<file path="config.mk">
export PLATFORM = sky130hd
export DESIGN_NAME = trapez_cfg_sequencer
export DESIGN_NICKNAME = d
export VERILOG_FILES = /design/src/rtl/trapez_cfg_sequencer.sv
export SDC_FILE = /design/constraint.sdc
export NUM_CORES = 1
export LEC_CHECK = 0
export BUFFER_PORTS_ARGS = -buffer_cell sky130_fd_sc_hd__buf_2
export CAP_MARGIN = 10
export CORE_ASPECT_RATIO = 2
export CORE_MARGIN = 8
export CORE_UTILIZATION = 31
export DETAILED_ROUTE_END_ITERATION = 10
export PLACE_DENSITY = 0.53
export SLEW_MARGIN = 20
export SYNTH_ARGS = -nofsm -noshare
export SYNTH_HDL_FRONTEND = slang
export SYNTH_SLANG_ARGS = --single-unit
</file>
<file path="constraint.sdc">
create_clock -name clk -period 3.7 [get_ports clk]
set_clock_uncertainty 0.1 [all_clocks]
set_input_delay 0.37 -clock clk [delete_from_list [all_inputs] [get_ports clk]]
set_output_delay 0.37 -clock clk [all_outputs]
set_load 0.05 [all_outputs]
</file>
<file path="src/rtl/trapez_cfg_sequencer.sv">
// Run-time K/L/M_1/M_2 update sequencer for the multi-channel trapezoidal shaper.
// Build option: define TRAPEZ_CFG_CHECK_EN to enable request validation and rejection.
module trapez_cfg_sequencer #(
  parameter int CHANNEL_SIZE    = 2,
  parameter int CONSTANT_SIZE   = 8,
  parameter int SHIFT_REG_SIZE  = 300,
  parameter int PIPELINE_STAGES = 8,
  parameter int DEFAULT_K       = 1,
  parameter int DEFAULT_L       = 2,
  parameter int DEFAULT_M_1     = 2,
  parameter int DEFAULT_M_2     = 4,
  localparam int CW = (CHANNEL_SIZE > 1) ? $clog2(CHANNEL_SIZE) : 1,
  localparam int CS = CONSTANT_SIZE
) (
  input  logic                     clk,
  input  logic                     reset,
  input  logic                     cfg_valid,
  output logic                     cfg_ready,
  input  logic [CW-1:0]            cfg_channel,
  input  logic [CS-1:0]            cfg_k,
  input  logic [CS-1:0]            cfg_l,
  input  logic [CS-1:0]            cfg_m_1,
  input  logic [CS-1:0]            cfg_m_2,
  output logic                     cfg_done,
  output logic                     cfg_error,
  output logic                     busy,
  output logic [CHANNEL_SIZE-1:0]  shaper_enable,
  output logic [CHANNEL_SIZE-1:0]  shaper_clear,
  output logic [CHANNEL_SIZE*CS-1:0] k_out,
  output logic [CHANNEL_SIZE*CS-1:0] l_out,
  output logic [CHANNEL_SIZE*CS-1:0] m_1_out,
  output logic [CHANNEL_SIZE*CS-1:0] m_2_out,
  output logic [2:0]               dbg_state
);

  // Handshake: a request transfers on a rising edge where cfg_valid && cfg_ready;
  // cfg_ready is high only in IDLE, so exactly one update is ever in flight.

  typedef enum logic [2:0] {
    S_IDLE, S_CHECK, S_GATE, S_APPLY, S_FLUSH, S_RELEASE
  } state_t;

  localparam logic [CS:0] SRS_W   = (CS+1)'(SHIFT_REG_SIZE);
  localparam logic [CS:0] GATE_LD = (CS+1)'(PIPELINE_STAGES - 1);

  state_t        state_q, state_d;
  logic [CW-1:0] stg_ch_q, stg_ch_d;
  logic [CS-1:0] stg_k_q, stg_k_d, stg_l_q, stg_l_d;
  logic [CS-1:0] stg_m1_q, stg_m1_d, stg_m2_q, stg_m2_d;
  logic [CS:0]   cnt_q, cnt_d;
  logic [CS-1:0] k_q  [CHANNEL_SIZE];
  logic [CS-1:0] k_d  [CHANNEL_SIZE];
  logic [CS-1:0] l_q  [CHANNEL_SIZE];
  logic [CS-1:0] l_d  [CHANNEL_SIZE];
  logic [CS-1:0] m1_q [CHANNEL_SIZE];
  logic [CS-1:0] m1_d [CHANNEL_SIZE];
  logic [CS-1:0] m2_q [CHANNEL_SIZE];
  logic [CS-1:0] m2_d [CHANNEL_SIZE];

  logic [CS:0]   kl_sum, flush_len, flush_load;
  logic          reject;
  logic [CHANNEL_SIZE-1:0] ch_hit;

  assign kl_sum = {1'b0, stg_k_q} + {1'b0, stg_l_q};

`ifdef TRAPEZ_CFG_CHECK_EN
  localparam logic [CW:0] CH_LIM = (CW+1)'(CHANNEL_SIZE);
  assign flush_len = kl_sum;
  assign reject    = ({1'b0, stg_ch_q} >= CH_LIM) || (stg_k_q == '0) ||
                     (stg_l_q < stg_k_q) || (stg_m2_q == '0) || (kl_sum > SRS_W);
  assign cfg_error = (state_q == S_CHECK) && reject;
`else
  assign flush_len = (kl_sum > SRS_W) ? SRS_W : kl_sum;
  assign reject    = 1'b0;
  assign cfg_error = 1'b0;
`endif

  // Counter is loaded with length-1; a zero-length flush still spends one cycle.
  assign flush_load = (flush_len == '0) ? '0 : flush_len - 1'b1;

  // Out-of-range indices match no channel and therefore touch nothing.
  always_comb begin
    for (int n = 0; n < CHANNEL_SIZE; n++) begin
      ch_hit[n] = (stg_ch_q == CW'(n));
    end
  end

  always_comb begin
    state_d  = state_q;
    stg_ch_d = stg_ch_q;
    stg_k_d  = stg_k_q;
    stg_l_d  = stg_l_q;
    stg_m1_d = stg_m1_q;
    stg_m2_d = stg_m2_q;
    cnt_d    = cnt_q;
    k_d      = k_q;
    l_d      = l_q;
    m1_d     = m1_q;
    m2_d     = m2_q;
    cfg_done = 1'b0;
    case (state_q)
      S_IDLE: begin
        if (cfg_valid) begin
          stg_ch_d = cfg_channel;
          stg_k_d  = cfg_k;
          stg_l_d  = cfg_l;
          stg_m1_d = cfg_m_1;
          stg_m2_d = cfg_m_2;
          state_d  = S_CHECK;
        end
      end
      S_CHECK: begin
        if (reject) begin
          state_d = S_IDLE;
        end else begin
          cnt_d   = GATE_LD;
          state_d = S_GATE;
        end
      end
      S_GATE: begin
        if (cnt_q == '0) state_d = S_APPLY;
        else             cnt_d   = cnt_q - 1'b1;
      end
      S_APPLY: begin
        for (int n = 0; n < CHANNEL_SIZE; n++) begin
          if (ch_hit[n]) begin
            k_d[n]  = stg_k_q;
            l_d[n]  = stg_l_q;
            m1_d[n] = stg_m1_q;
            m2_d[n] = stg_m2_q;
          end
        end
        cnt_d   = flush_load;
        state_d = S_FLUSH;
      end
      S_FLUSH: begin
        if (cnt_q == '0) state_d = S_RELEASE;
        else             cnt_d   = cnt_q - 1'b1;
      end
      S_RELEASE: begin
        cfg_done = 1'b1;
        state_d  = S_IDLE;
      end
      default: state_d = S_IDLE;
    endcase
  end

  always_comb begin
    shaper_enable = '1;
    shaper_clear  = '0;
    k_out   = '0;
    l_out   = '0;
    m_1_out = '0;
    m_2_out = '0;
    for (int n = 0; n < CHANNEL_SIZE; n++) begin
      shaper_enable[n] = !(ch_hit[n] &&
                           (state_q == S_GATE || state_q == S_APPLY || state_q == S_FLUSH));
      shaper_clear[n]  = ch_hit[n] && (state_q == S_APPLY || state_q == S_FLUSH);
      k_out[n*CS +: CS]   = k_q[n];
      l_out[n*CS +: CS]   = l_q[n];
      m_1_out[n*CS +: CS] = m1_q[n];
      m_2_out[n*CS +: CS] = m2_q[n];
    end
  end

  assign cfg_ready = (state_q == S_IDLE) && !reset;
  assign busy      = (state_q != S_IDLE);
  assign dbg_state = state_q;

  always_ff @(posedge clk) begin
    if (reset) begin
      state_q  <= S_IDLE;
      stg_ch_q <= '0;
      stg_k_q  <= '0;
      stg_l_q  <= '0;
      stg_m1_q <= '0;
      stg_m2_q <= '0;
      cnt_q    <= '0;
      for (int n = 0; n < CHANNEL_SIZE; n++) begin
        k_q[n]  <= CS'(DEFAULT_K);
        l_q[n]  <= CS'(DEFAULT_L);
        m1_q[n] <= CS'(DEFAULT_M_1);
        m2_q[n] <= CS'(DEFAULT_M_2);
      end
    end else begin
      state_q  <= state_d;
      stg_ch_q <= stg_ch_d;
      stg_k_q  <= stg_k_d;
      stg_l_q  <= stg_l_d;
      stg_m1_q <= stg_m1_d;
      stg_m2_q <= stg_m2_d;
      cnt_q    <= cnt_d;
      k_q      <= k_d;
      l_q      <= l_d;
      m1_q     <= m1_d;
      m2_q     <= m2_d;
    end
  end

endmodule

</file>
# [After elaboration in Yosys (flattened, before gate mapping)]
# Index checks and enable logic that the tools add are counted.
[totals] wordCells=60 reg_bits=109 output_inout_bits=75 n_memories=0 latch_bits=0 ramBits=0 romBits=0 input_bits=36
[op_classes] n_mux=9 multipliers=0 shifts=0 n_reduce_logical=22 add_sub_neg=3 magnitude_cmp=1 bitwise=1 div_mod_pow=0 n_eq_ne=9
[ops] cell="$mux W9" n=3
[ops] cell="$pmux W9 S3" n=1
[ops] cell="$logic_not A9 Y1" n=2
[ops] cell="$sub A9 B1 Y9 const B" n=2
[ops] cell="$pmux W3 S5" n=1
[ops] cell="$add A8 B8 Y9" n=1
[ops] cell="$gt A9 B9 Y1 const B" n=1
[ops] cell="$mux W3" n=3
[ops] cell="$ne A2 B2 Y1 const B" n=4
[ops] cell="$reduce_and A2 Y1" n=4
[ops] cell="$eq A3 B2 Y1 const B" n=2
[ops] cell="$eq A3 B3 Y1 const B" n=2
[ops] cell="$reduce_bool A3 Y1" n=2
[ops] cell="$logic_and A1 B1 Y1" n=5
[ops] cell="$eq A3 B1 Y1 const B" n=1
[ops] cell="$logic_not A1 Y1" n=3
[ops] cell="$logic_not A3 Y1" n=1
[ops] cell="$logic_or A1 B1 Y1" n=3
[ops] cell="$reduce_and A3 Y1" n=1
[ops] cell="$reduce_or A2 Y1" n=1
[ops] cell="$mux W1" n=1
[ops] cell="$not A1 Y1" n=1

# [Logic depth before layout (Yosys ltp)]
# Gate-level depths: netlist of run 1.
[logic_depth] word_depth=6 mapped_depth=15 depth_no_buf=15

# [Worst setup path before layout of run 1]
# Ideal clock, no wire load.
[synth_path] path_type="reg-to-reg" startpoint="reg stg_k_q[0]" endpoint="reg cnt_q[4]" path_stages_with_launch=16 arrival_time_ps=3267 setup_time_ps=67 setup_slack_ps=266 synth_period_minus_slack_ps=3434 cell_sequence="dfxtp_1 > ha_1 > inv_1 > fa_1 > nand2b_1 > a21oi_1 > xor2_2 > o21ai_0 > a21oi_1 > or2_2 > ha_1 > inv_1 > or3_1 > xnor2_1 > nand3b_1 > a21oi_2"
[synth_via] elab_chain_len=6
[synth_rtl] item="start: declaration" line="48" source="logic [CS-1:0] stg_k_q, stg_k_d, stg_l_q, stg_l_d;"
[synth_rtl] item="start signal: assignment" line="188" source="stg_k_q <= stg_k_d;"
[synth_rtl] item="$add A8 B8 Y9 (*)" line="64" source="assign kl_sum = {1'b0, stg_k_q} + {1'b0, stg_l_q};"
[synth_rtl] item="$gt A9 B9 Y1" line="73" source="assign flush_len = (kl_sum > SRS_W) ? SRS_W : kl_sum;"
[synth_rtl] item="$mux W9 (*)" line="73"
[synth_rtl] item="$sub A9 B1 Y9 / $logic_not A9 Y1 (equally long branches)" line="79" source="assign flush_load = (flush_len == '0) ? '0 : flush_len - 1'b1;"
[synth_rtl] item="$mux W9 (*)" line="79"
[synth_rtl] item="$pmux W9 S3 (*)" line="101" source="case (state_q)"
[synth_rtl] item="end signal: assignment" line="192" source="cnt_q <= cnt_d;"
[synth_rtl] item="end: declaration" line="50" source="logic [CS:0] cnt_q, cnt_d;"
# Every way passes the cells marked *; elsewhere a longest branch is shown, timed or not.
# A chain may end at the register's enable or synchronous reset.

# [Worst setup path after layout of run 1]
[layout_path] startpoint="reg stg_l_q[0]" endpoint="reg cnt_q[4]"
[layout_via] elab_chain_len=6
[layout_rtl] item="start: declaration" line="48"
[layout_rtl] item="start signal: assignment" line="189" source="stg_l_q <= stg_l_d;"
[layout_rtl] item="$add A8 B8 Y9 (*)" line="64"
[layout_rtl] item="$gt A9 B9 Y1" line="73"
[layout_rtl] item="$mux W9 (*)" line="73"
[layout_rtl] item="$sub A9 B1 Y9 / $logic_not A9 Y1 (equally long branches)" line="79"
[layout_rtl] item="$mux W9 (*)" line="79"
[layout_rtl] item="$pmux W9 S3 (*)" line="101"
# Marks and branches as above.

==> impl_metrics.yaml, run 1 <==
setup_path:
  critPathCaptureType: "flip-flop"
  cp_data_arrival_time_ns: 3.62
  cp.required_ns: 3.88
  crit_top_cell: "inv_1"
  r2r-start: "stg_l_q[0]$_SDFFE_PP0P_"
  ff2ff_setup_slack_ns: 0.26
  critPathMaxStageDelay_ns: 0.41
  slowest_stage: "fa_1"
  crit_fanout: 8
  crit_type: "flip-flop to flip-flop"
  critPathBufInv: 2
  start_kind: "flip-flop"
  cp_cell_sequence: "ha_2 -> inv_1 -> fa_1 -> nand2b_4 -> a2111oi_4 -> a211oi_4 -> o21a_1 -> a21oi_4 -> or2_2 -> ha_4 -> inv_1 -> or3_1 -> xnor2_1 -> nand3b_1 -> a21oi_2"
  crit_start: "stg_l_q[0]$_SDFFE_PP0P_"
  critPathTopFamily: "compound AO/OA/AOI/OAI gates"
floorplanning:
  io_pins: 111
  die_w_um: 105.1
  core_mm2: 0.01570
  chipHeight_um: 194.3
  start_util: 0.3138
  rows: 65
  die_area_mm2: 0.02042
timing:
  setup_violations: 0
  tightest_slew_ns: 0.9308
  whs_ns: 0.1491
  fin_crit_sh: 0.9302
  fmax_mhz: 290.5
  rsz0062_at_grt: "no"
  drv_slew: 0
  slew_headroom: 0.3795
  min_period_ns: 3.442
  finalHoldViolCount: 0
placed_design:
  place_hpwl_mm: 10.96
  routabilityCongestion: 0.8127
  portBuffers: 109
cells_and_area:
  num_antenna_cells: 0
  area_delta_synth_final_pct: 23.15
  nets: 783
  utilization: 0.3864
  layout-drive-gt1-share: 0.2203
yosys:
  synthArstFlopShare: 0
  yosys.area_share.xor_xnor: 0.01220
  synth_simple_gate_area_frac: 0.2630
  synth_ff_type: "dfxtp_1"
  syn_inst: 644
  ys_seq_area_frac: 0.4431
  synth_area_mm2: 0.004925
  synth_top_family_by_area: "simple AND/OR/NAND/NOR gates"
  ys_ff_latch: 109
  synth.area.mux_share: 0.004319
  synth_edf_count: 0
  yosysWarningCount: 0
  synth_compound_area_frac: 0.2025
  synth_cell_type_count: 60
  syn_area_per_cell_um2: 7.647
  synth_fa_ha_area_frac: 0.03201
  syn_nets: 692
power:
  power_frac_clock: 0.357
  pwr-share-seq: 0.424
  ir_worst_vdd_v: 0.0002672
  p_int_uw: 2069
  power.density_mw_per_mm2: 499.1
  p_leak_uw: 0.002426
  comb_power_share: 0.220
  power_uw: 3027
  switching_share: 0.3163
  p_sw_uw: 957.3
clock_network:
  htree_levels: 3
  clk_pin_slew_ns: 0.08
  cts.sinks: 109
  cts_root_buffer: "clkbuf_16"
  worstSkewPairLatency_ns: 0.35
  cts_buffers: 9
  cts_buffer_depth: 2
  cts_tree: "yes"
  postCtsSetupRepairBufs: 0
global_routing:
  grt_pass1_vias: 4628
  grt_overflow: 0
  antenna_found_initial: 0
  grt_max_degree: 64
  grt_first_pass_wirelength_mm: 23.94
  grt.total_usage: 0.1445
hold_path:
  hp-class: "primary input to flip-flop"
  hp-start: "cfg_l[3]"
route:
  drtIter0Drc: 214
  wirelength_mm: 15.04
  post-route-drc-count: 0
  vias_per_cell: 4.959
  wire_per_inst_um: 15.98
  num_vias: 4666
  final_antenna_net_count: 0
  drtPass1Iterations: 4
outcome:
  outcome: "completed"
job:
  maxCapViolations: 0
## worst register-to-register path, cell delays in order, from the launching register on
cell       delay (ns)
dfxtp_2          0.36
ha_2             0.20
inv_1            0.05
fa_1             0.41
nand2b_4         0.19
a2111oi_4        0.41
a211oi_4         0.09
o21a_1           0.17
a21oi_4          0.19
or2_2            0.18
ha_4             0.18
inv_1            0.07
or3_1            0.38
xnor2_1          0.15
nand3b_1         0.11
a21oi_2          0.14
## cells in the final DEF (no fill, tap or decap), drive strengths merged, types with 4 or more instances in the layout
cell / instances
nand2b: 9
a21oi: 112
nor2b: 5
o21a: 4
a21o: 4
nor4: 4
a211oi: 5
nor2: 23
or2: 5
nand3b: 10
clkbuf: 10
buf: 121
or3: 4
inv: 14
nand3: 7
nor3: 7
dfxtp: 109
nand2: 209
o21ai: 22
ha: 11
## power groups by stage
stage                     sequential, uW  clock (uW)  combinational (uW)
after global placement              1310           0                 625
after floorplan                     1310           0                 471
after CTS                           1280        1110                 645
after global routing                1290        1150                 738
final                               1280        1080                 666
after detailed placement            1310           0                 640
## layout make-up
type | count | area [um^2]
clock buffers | 10 | 229.0
clock inverters | 6 | 105.1
fillers | 1672 | 9632
inverters | 11 | 41.29
multi-input cells | 483 | 2616
flip-flops and latches | 109 | 2183
well taps | 201 | 251.5
repair buffers | 121 | 638.1
## cells in the mapped netlist, drive strengths merged, types with 4 or more instances
master  instances  share of area
nand3b         10          0.015
nor4            4         0.0081
nor2           23          0.018
a21oi         112           0.12
or3             4         0.0051
nor3            7         0.0071
dfxtp         109           0.44
clkbuf         38          0.029
o21ai          22          0.022
a211oi          5         0.0086
or2             5         0.0064
nand2b          9          0.011
nand2         209           0.16
o21a            4         0.0061
nand3           7         0.0071
ha             11          0.028
nor2b           5         0.0064
a21o            4         0.0064
inv            11         0.0084
## per-stage QoR
stage,cells,setup WS (ns),instance area [um^2],setup TNS (ns)
6_report,941,0.2582,6065,0
5_1_grt,941,0.04751,6065,0
4_1_cts,941,0.01634,5989,0
3_5_place_dp,925,-0.05218,5650,-0.05218
3_3_place_gp,925,0.08838,5650,0
2_1_floorplan,644,0.2658,4925,0
## sequential cells by signal (all words and copies together), names as in the netlist
| signal | count |
|---|---|
| stg_m2_q | 8 |
| stg_ch_q | 1 |
| l_out | 16 |
| dbg_state | 3 |
| stg_k_q | 8 |
| stg_m1_q | 8 |
| m_2_out | 16 |
| k_out | 16 |
| cnt_q | 9 |
| m_1_out | 16 |
| stg_l_q | 8 |
## final timing paths
| path | to | depth (start not counted) |
|---|---|---|
| worst min register to register | k_out[11]$_SDFFE_PP0P_ | 2 |
| worst min-delay path | stg_l_q[3]$_SDFFE_PP0P_ | 3 |
| worst max register to register | cnt_q[4]$_SDFFE_PP0P_ | 15 |
| worst max-delay path | cnt_q[4]$_SDFFE_PP0P_ | 15 |
## repair_timing
item	in CTS	in global routing
resized for setup	2	13
hold buffers	0	0
setup endpoints to repair	1	8
pin swaps	0	1
## logic make-up after synthesis
kind of cell               count (synthesis)
AOI/OAI and AO/OA                        166
xor gates and xnor gates                   6
adders and majority gates                 12
buffers and inverters                     52
DFF                                      109
muxes                                      2
other                                      1
and+or+nand+nor                          296
## per-layer routing
metal	global-route usage	wire length (um)
met1	0.1525	5930
met2	0.2610	7893
met3	0.02996	780
met4	0.07401	434
met5	0	0
Note: power is estimated with default switching activity, not from simulation.
==> inputs of run 2 (changes only) <==
--- a/config.mk
+++ b/config.mk
@@ -5,13 +5,16 @@
 export SDC_FILE = /design/constraint.sdc
 export NUM_CORES = 1
 export LEC_CHECK = 0
+export ABC_AREA = 1
 export BUFFER_PORTS_ARGS = -buffer_cell sky130_fd_sc_hd__buf_2
 export CAP_MARGIN = 10
+export CELL_PAD_IN_SITES_DETAIL_PLACEMENT = 1
+export CELL_PAD_IN_SITES_GLOBAL_PLACEMENT = 2
 export CORE_ASPECT_RATIO = 2
 export CORE_MARGIN = 8
-export CORE_UTILIZATION = 31
+export CORE_UTILIZATION = 30
 export DETAILED_ROUTE_END_ITERATION = 10
-export PLACE_DENSITY = 0.53
+export PLACE_DENSITY = 0.82
 export SLEW_MARGIN = 20
 export SYNTH_ARGS = -nofsm -noshare
 export SYNTH_HDL_FRONTEND = slang
==> impl_metrics.yaml, run 2 <==
hold_path:
  hp-class: "primary input to flip-flop"
  min_path_cells: 3
  worstHoldEndpoint: "stg_m1_q[6]$_SDFFE_PP0P_"
  hp-start: "cfg_m_1[6]"
cells_and_area:
  layout_common_cells: "116 x nor2_1, 109 x dfxtp_1, 109 x buf_2"
  fin_cells: 955
  area_delta_synth_final_pct: 20.92
  fin_area_mm2: 0.005778
  nets: 796
  layout_commonest_cell: "nor2_1"
  layout-drive-gt1-share: 0.2098
yosys:
  yosysTopAreaCell: "dfxtp_1"
  synth_edf_count: 0
  synth_ff_type: "dfxtp_1"
  ys_seq_area_frac: 0.4567
  syn_inst: 656
  syn_area_per_cell_um2: 7.284
  synthTopCellsByArea: "dfxtp_1 46%, nor2_1 9.3%, o21ai_0 8.4%, nand2_1 7.2%, a21oi_1 7.1%"
  yosysWarningCount: 0
  syn_nets: 704
  yosys.area_share.xor_xnor: 0.005499
  synth.area.mux_share: 0
  synth_area_mm2: 0.004778
  synthArstFlopShare: 0
  synth_compound_area_frac: 0.1760
  synth_fa_ha_area_frac: 0.03299
  ys_ff_latch: 109
  synth_simple_gate_area_frac: 0.2548
  synthTopCellsByCount: "119 x nor2_1, 109 x dfxtp_1, 92 x nand2_1"
  synth_cell_type_count: 36
  synth_top_family_by_area: "simple AND/OR/NAND/NOR gates"
  yosysMostFrequentCell: "nor2_1"
  synth_top_area_frac: 0.4567
timing:
  min_period_ns: 3.304
  setup_violations: 0
  slew_headroom: 0.3861
  fin_setup_tns_ns: 0
  tightest_slew_ns: 0.9195
  finalHoldViolCount: 0
  drv_slew: 0
  fin_crit_sh: 0.8931
  fmax_mhz: 302.6
  rsz0062_at_grt: "no"
setup_path:
  ff2ff_setup_slack_ns: 0.40
  reg2reg_to: "cnt_q[7]$_SDFFE_PP0P_"
  start_kind: "flip-flop"
  crit_fanout: 11
  critPathCaptureType: "flip-flop"
  cp_data_arrival_time_ns: 3.44
  cp.required_ns: 3.84
  crit_type: "flip-flop to flip-flop"
  r2r-start: "stg_k_q[0]$_SDFFE_PP0P_"
  r2r_cells: 22
global_routing:
  grt.total_usage: 0.1604
  grt_overflow: 0
  grt_pass1_vias: 5269
  grt_max_degree: 64
  antenna_found_initial: 1
  grt_first_pass_wirelength_mm: 26.48
placed_design:
  portBuffers: 109
  routabilityCongestion: 0.8236
  placedCellCount: 938
  place_hpwl_mm: 12.18
  placed_area_mm2: 0.005484
route:
  met2_length_mm: 8.976
  wirelength_mm: 16.13
  final_antenna_net_count: 0
  num_vias: 4716
  met1_length_mm: 5.994
  wire_per_inst_um: 16.89
  drtIter0Drc: 123
  post-route-drc-count: 0
  vias_per_cell: 4.938
  drtPass1Iterations: 4
  maxUsedRoutingLayer: "met4"
  met3_length_um: 611
floorplanning:
  core_mm2: 0.01570
  io_pins: 111
  rows: 65
  start_util: 0.3044
  die_w_um: 105.2
  die_area_mm2: 0.02047
  chipHeight_um: 194.5
job:
  maxCapViolations: 0
clock_network:
  cts.sinks: 109
  cts_tree: "yes"
  postCtsHoldBufs: 0
  ctsResizeCount: 0
  worstSkewPairLatency_ns: 0.35
  postCtsSetupRepairBufs: 0
  clk_pin_slew_ns: 0.08
  cts_root_buffer: "clkbuf_16"
  cts_buffer_depth: 2
  htree_levels: 3
  cts_buffers: 9
power:
  ir_worst_vdd_v: 0.0002769
  power.density_mw_per_mm2: 757.8
  p_leak_uw: 0.002880
outcome:
  outcome: "completed"
run 2: cell types whose count changed in the layout (fill, tap and decap cells not counted), sizes merged, moves of 6 or more:
| cell | delta |
|---|---|
| a21oi | -42 |
| nand3 | +44 |
| nor3 | -6 |
| nor2 | +101 |
| nand3b | -9 |
| nand2b | -9 |
| o21ai | +59 |
| buf | -7 |
| nand2 | -112 |
| inv | +46 |
run 2: cell families after synthesis:
logic type	Yosys count
XOR/XNOR	3
adder cells (fa/ha/maj)	12
other	1
AND/OR/NAND/NOR	281
flip-flops	109
buffers and inverters	90
AO/OA/AOI/OAI	160
run 2: area by class of cell:
cell class,instances,area [um^2]
Sequential cell,109,2182
Timing Repair Buffer,114,583.1
Clock inverter,7,66.31
Antenna cell,1,2.502
Fill cell,2024,9918
Clock buffer,9,225.2
Multi-Input combinational cell,457,2253
Inverter,57,214.0
Tap cell,201,251.5
run 2: critical path: stages (launching register included):
cell,delay [ns]
dfxtp_1,0.38
ha_1,0.18
inv_1,0.05
fa_1,0.38
inv_1,0.06
nand2_1,0.06
nand2_1,0.11
nand3_1,0.10
nand2_2,0.12
inv_2,0.07
nand2_1,0.07
nand2_1,0.06
nand2_2,0.07
nand3_2,0.23
nand2_1,0.20
ha_1,0.17
nand3_1,0.09
nor2_1,0.16
nand3_2,0.08
nor2_1,0.18
nor2_4,0.09
nand3_1,0.11
a21oi_2,0.05
run 2: per-stage QoR:
| step | hold WS, ns | power (uW) | setup slack, ns | util |
|---|---|---|---|---|
| finish | 0.1950 | 4378 | 0.3956 | 0.3681 |
| global route | 0.2001 | 4713 | 0.04894 | 0.3681 |
| CTS | 0.1885 | 4441 | 0.3453 | 0.3680 |
| detailed placement | 0.3424 | 3467 | 0.3543 | 0.3494 |
| global placement | 0.3422 | 3391 | 0.5552 | 0.3494 |
| floorplan | 0.3495 | 2930 | 0.8704 | - |
run 2: how the worst max path moves through the flow:
stage,startpoint,end,slack (ns),depth (start not counted)
finish,stg_k_q[0]$_SDFFE_PP0P_,cnt_q[7]$_SDFFE_PP0P_,0.40,22
floorplan,stg_k_q[0]$_SDFFE_PP0P_,cnt_q[7]$_SDFFE_PP0P_,0.87,23
detailed placement,stg_k_q[0]$_SDFFE_PP0P_,cnt_q[7]$_SDFFE_PP0P_,0.35,22
global route,stg_l_q[0]$_SDFFE_PP0P_,cnt_q[4]$_SDFFE_PP0P_,0.05,22
global placement,stg_k_q[0]$_SDFFE_PP0P_,cnt_q[7]$_SDFFE_PP0P_,0.56,22
CTS,stg_k_q[0]$_SDFFE_PP0P_,cnt_q[7]$_SDFFE_PP0P_,0.35,22
run 2: layer usage:
metal | global-route usage | vias up
met3 | 0.02883 | 27
met1 | 0.1551 | 2268
met5 | 0 | -
met2 | 0.3118 | 102
li1 | - | 2319
met4 | 0.07561 | 0
run 2: power by group:
| part | switching, uW | internal, uW | leakage [uW] | total [uW] |
|---|---|---|---|---|
| clock network | 487 | 475 | 0.000146 | 962 |
| logic | 1380 | 522 | 0.00185 | 1910 |
| registers | 145 | 1370 | 0.000887 | 1510 |
